## config.mk

```make
export PLATFORM = sky130hd
export DESIGN_NAME = cpu_int_ctrl
export DESIGN_NICKNAME = d
export VERILOG_FILES = /design/src/rtl/cpu_int_pkg.sv /design/src/rtl/cpu_int_sync.sv /design/src/rtl/cpu_int_ctrl.sv
export SDC_FILE = /design/constraint.sdc
export NUM_CORES = 1
export LEC_CHECK = 0
export ABC_AREA = 1
export CAP_MARGIN = 20
export CORE_MARGIN = 2
export CORE_UTILIZATION = 45
export DETAILED_ROUTE_END_ITERATION = 10
export GPL_ROUTABILITY_DRIVEN = 1
export PLACE_DENSITY_LB_ADDON = 0.25
export SYNTH_ARGS = -nofsm -noshare
export SYNTH_HDL_FRONTEND = slang
export SYNTH_SLANG_ARGS = --single-unit
```

## constraint.sdc

```tcl
create_clock -name clk -period 3.55 [get_ports clk]
set_input_delay 0.71 -clock clk [delete_from_list [all_inputs] [get_ports clk]]
set_output_delay 0.71 -clock clk [all_outputs]
set_load 0.02 [all_outputs]
```

## src/rtl/cpu_int_pkg.sv

```systemverilog
// rtl/cpu_int_pkg.sv - shared types, default vectors and priority encoder for the interrupt controller
package cpu_int_pkg;

  typedef enum logic [1:0] {INT_IDLE, INT_REQ, INT_SERVICE} int_state_t;

  localparam logic [7:0] VEC_RESET = 8'hFC;
  localparam logic [7:0] VEC_NMI   = 8'hFA;
  localparam logic [7:0] VEC_IRQ   = 8'hFE;

  // Lowest set bit wins; returns 0 when nothing is set.
  function automatic int prio_enc(input logic [15:0] v);
    int r;
    r = 0;
    for (int i = 15; i >= 0; i--) begin
      if (v[i]) r = i;
    end
    return r;
  endfunction

endpackage

```

## src/rtl/cpu_int_sync.sv

```systemverilog
// rtl/cpu_int_sync.sv - per-channel synchroniser, polarity normalisation and edge detector
module cpu_int_sync #(
  parameter int   SYNC       = 2,
  parameter logic ACTIVE_LOW = 1'b0
) (
  input  logic clk,
  input  logic reset,
  input  logic src,
  output logic s,
  output logic rise
);

  logic [SYNC-1:0] chain;
  logic            d;

  // Flops reset to the inactive level so releasing reset never looks like an edge.
  always_ff @(posedge clk or posedge reset) begin
    if (reset) begin
      chain <= {SYNC{ACTIVE_LOW}};
      d     <= 1'b0;
    end else begin
      chain[0] <= src;
      for (int i = 1; i < SYNC; i++) chain[i] <= chain[i-1];
      d <= s;
    end
  end

  assign s    = chain[SYNC-1] ^ ACTIVE_LOW;
  assign rise = s & ~d;

endmodule

```

## src/rtl/cpu_int_ctrl.sv

```systemverilog
// rtl/cpu_int_ctrl.sv - N-channel fixed-priority interrupt controller with req/ack handshake
module cpu_int_ctrl
  import cpu_int_pkg::*;
#(
  parameter int             N          = 3,
  parameter int             SYNC       = 2,
  parameter logic [N-1:0]   EDGE_MODE  = 3'b011,
  parameter logic [N-1:0]   ACTIVE_LOW = 3'b110,
  parameter logic [N-1:0]   MASKABLE   = 3'b100,
  parameter logic [N-1:0]   RESET_PEND = 3'b001,
  parameter logic [8*N-1:0] VEC_TABLE  = {VEC_IRQ, VEC_NMI, VEC_RESET},
  localparam int            IW         = (N > 1) ? $clog2(N) : 1
) (
  input  logic          clk,
  input  logic          reset,
  input  logic [N-1:0]  src,
  input  logic [N-1:0]  en,
  input  logic          i_mask,
  input  logic          ack,
  input  logic [N-1:0]  clr,
  output logic          req,
  output logic [IW-1:0] id,
  output logic [7:0]    vec,
  output logic [N-1:0]  pending
);

  int_state_t    state, state_n;
  logic          req_n;
  logic [IW-1:0] id_n, win;
  logic [7:0]    vec_n;
  logic [N-1:0]  pend_n, s, rise, elig, ack_clr;
  logic [15:0]   elig_ext;
  logic [7:0]    vec_tab [2**IW];

  for (genvar g = 0; g < N; g++) begin : g_ch
    cpu_int_sync #(.SYNC(SYNC), .ACTIVE_LOW(ACTIVE_LOW[g])) u_sync (
      .clk(clk), .reset(reset), .src(src[g]), .s(s[g]), .rise(rise[g])
    );
  end

  for (genvar g = 0; g < 2**IW; g++) begin : g_vec
    if (g < N) begin : g_used
      assign vec_tab[g] = VEC_TABLE[8*g +: 8];
    end else begin : g_pad
      assign vec_tab[g] = 8'h00;
    end
  end

  assign elig = en & (~MASKABLE | {N{~i_mask}})
              & ((EDGE_MODE & pending) | (~EDGE_MODE & s));

  always_comb begin
    elig_ext = '0;
    elig_ext[N-1:0] = elig;
    win = IW'(prio_enc(elig_ext));
  end

  always_comb begin
    ack_clr = '0;
    for (int i = 0; i < N; i++)
      ack_clr[i] = (state == INT_REQ) && ack && (id == IW'(i));
  end

  // A new edge beats any clear in the same cycle so no event is dropped.
  assign pend_n = EDGE_MODE & (rise | (pending & ~clr & ~ack_clr));

  always_comb begin
    state_n = state;
    req_n   = req;
    id_n    = id;
    vec_n   = vec;
    case (state)
      INT_IDLE: begin
        req_n = 1'b0;
        if (|elig) begin
          state_n = INT_REQ;
          req_n   = 1'b1;
          id_n    = win;
          vec_n   = vec_tab[win];
        end
      end
      INT_REQ: begin
        if (ack) begin
          state_n = INT_SERVICE;
          req_n   = 1'b0;
        end else if (!(|elig)) begin
          state_n = INT_IDLE;
          req_n   = 1'b0;
        end else begin
          req_n = 1'b1;
          id_n  = win;
          vec_n = vec_tab[win];
        end
      end
      INT_SERVICE: begin
        state_n = INT_IDLE;
        req_n   = 1'b0;
      end
      default: begin
        state_n = INT_IDLE;
        req_n   = 1'b0;
      end
    endcase
  end

  always_ff @(posedge clk or posedge reset) begin
    if (reset) begin
      state   <= INT_IDLE;
      req     <= 1'b0;
      id      <= '0;
      vec     <= 8'h00;
      pending <= RESET_PEND & EDGE_MODE;
    end else begin
      state   <= state_n;
      req     <= req_n;
      id      <= id_n;
      vec     <= vec_n;
      pending <= pend_n;
    end
  end

endmodule

```

==> results.cfg <==
[layout]
final_util = 0.645
fill_cells = 132
diodes = 0
regArea_um2 = 457
drive_gt1_frac = 0.149
multi_input_area_um2 = 188
finalNetCount = 109
syn_to_final_growth_pct = 33.7

[critical_path]
r2r-start = pending[0]$_DFF_PP1_
worstPathArrival_ns = 1.45
end_kind = output pin
cpLargestDelayFamily = buffers and inverters
critPathBufInv = 1
path_class = reg2out
max_stage_delay_ns = 0.60
worst-r2r-cell-count = 6
crit_slowest_cell = clkdlybuf4s50_1
cp_num_cells = 1
reg2reg_to = vec[1]$_DFFE_PP0P_
cp_cell_sequence = clkdlybuf4s50_1
cp-start-kind = flop
path_max_fanout = 3
rrSetupSlack_ns = 2.23
required_ns = 2.84

[timing]
fin_worst_skew_ns = 0.00114
slew_headroom = 0.574
hold-worst-slack_ns = 0.360
slew_violations = 0
rsz0062_at_grt = no
final_hold_viol_count = 0
period_needed_ns = 2.16
fin_crit_sh = 0.608
worst_slew_pin_slew_ns = 0.639
fmax_ghz = 0.463
setup_viol = 0
tns_ns = 0

[drt]
drc_errors = 0
wl_per_cell_um = 10.5
initialDrtViolationCount = 6
drtPass1Iterations = 4
viasPerCell = 4.53
ant_nets = 0
drt-total-wl_um = 1150
num_vias = 498

[placed_design]
portBuffers = 23
gp_congestion = 0.675
dp.final_hpwl_um = 911

[clocking]
insertion_delay_ns = 0.29
clock_sinks = 18
cts_resized = 0
cts_buffers = 3
postCtsSetupRepairBufs = 0
clk_pin_slew_ns = 0.10
cts_buffer_depth = 2
holdBufCountCts = 0
tritoncts = yes
root_buffer = clkbuf_4
htreeDepth = 1

[floorplanning]
die-area_um2 = 1950
num_rows = 14
fp.dieW_um = 44.2
start_util = 0.483
die_h_um = 44.2
core_um2 = 1510
ios = 27

[pwr]
p_leak_uw = 0.000488
power_density_nw_per_um2 = 557
finalPower_uw = 541
ir_drop_v = 0.000285

[synth]
synth_cell_types = 16
yosys_warnings = 0
synth-seq-cells = 18
yosysMostFrequentCell = nand2_1
synth_top_cell_by_area = dfrtp_1
async_flop_share = 1.00
syn_area_per_cell_um2 = 10.1
ys_seq_area_frac = 0.628
ys.flop_type = dfrtp_1
syn_inst = 72
synth_common_cells = nand2_1 (19), dfrtp_1 (13), inv_1 (11)
synth_edf_count = 0
synth_top_area_share = 0.448
synth_area_um2 = 727
synth_area_leaders = dfrtp_1 (45%), dfstp_2 (18%), nand2_1 (9.8%), buf_4 (6.2%), inv_1 (5.7%)

[flow_run]
timing.max_cap.violations = 0

[global_route]
grt_pass1_vias = 457
grt_max_degree = 19
grt_pass1_wl_um = 1860
overflow = 0
antenna_found_initial = 0
grtUsageTotal = 0.137

[worst_hold_path]
holdPathStages = 0
hold_end = g_ch[0].u_sync.chain[1]$_DFF_PP0_
min_path_type = reg2reg
min-delay-start = g_ch[0].u_sync.chain[0]$_DFF_PP0_

[status]
outcome = completed
[worst max-delay path by stage]
stage,from,to,slack (ns)
after floorplan,i_mask,vec[1]$_DFFE_PP0P_,2.08
after global placement,i_mask,vec[1]$_DFFE_PP0P_,1.62
after detailed placement,i_mask,vec[1]$_DFFE_PP0P_,1.57
after CTS,pending[0]$_DFF_PP1_,pending[0],1.37
after global routing,pending[0]$_DFF_PP1_,pending[0],1.36
final,pending[0]$_DFF_PP1_,pending[0],1.39
[power breakdown]
part           total [µW]  switching, µW  internal (µW)  leakage, µW
Combinational         166           86.1           79.5     0.000255
Clock                 124           61.6           62.5    0.0000210
Sequential            252           18.5            233     0.000212
Total                 541            166            375     0.000488
[worst reg2reg max path, cell delays in order, from the launching register on]
cell     delay (ns)
dfstp_2        0.56
nand2_1        0.07
nand3_1        0.09
inv_1          0.07
ha_1           0.29
nand3_1        0.09
nand2_1        0.05
[metrics by stage]
stage,cell area (µm²),setup WS [ns],std cells
2_1_floorplan,731,2.08,73
3_3_place_gp,936,1.62,106
3_5_place_dp,936,1.57,106
4_1_cts,972,1.37,110
5_1_grt,972,1.36,110
6_report,972,1.39,110
[logic make-up (layout without fill, tap and decap cells)]
group	count (synthesis)	in the layout	synth area share
fa+ha+maj	1	1	0.0172
compound gates	1	1	0.00688
flops	18	18	0.628
simple gates	34	34	0.224
other cells	1	2	0.00516
buf+inv	17	38	0.119
[placed cells by master, fill, tap and decap left out, types with 2 or more instances in the layout]
| cell type | instances |
|---|---|
| clkbuf_4 | 3 |
| nand3_1 | 7 |
| conb_1 | 2 |
| clkdlybuf4s50_1 | 23 |
| dfrtp_1 | 13 |
| dfstp_2 | 5 |
| inv_1 | 11 |
| nor2_1 | 2 |
| nand2_1 | 19 |
[layout make-up]
class,instances,area share
inverter,11,0.0425
timing repair buffer,23,0.237
clock buffer,4,0.0373
sequential,18,0.470
tap,16,0.0206
multi-input combinational,38,0.193
[registers in the layout, indices dropped and copies added (netlist names)]
name,count
g_ch.u_sync.chain,6
g_ch.u_sync.d,2
state,2
pending,2
vec,3
req,1
id,2
[metal layers]
layer	track usage	wire, µm	part of all wire	up-vias
met5	0	0	0	-
met4	0.109	17	0.015	0
met3	0.0286	66	0.057	2
met2	0.226	594	0.52	21
met1	0.153	471	0.41	225
li1	-	-	-	250
No activity file was read; power rests on OpenSTA's default activity.
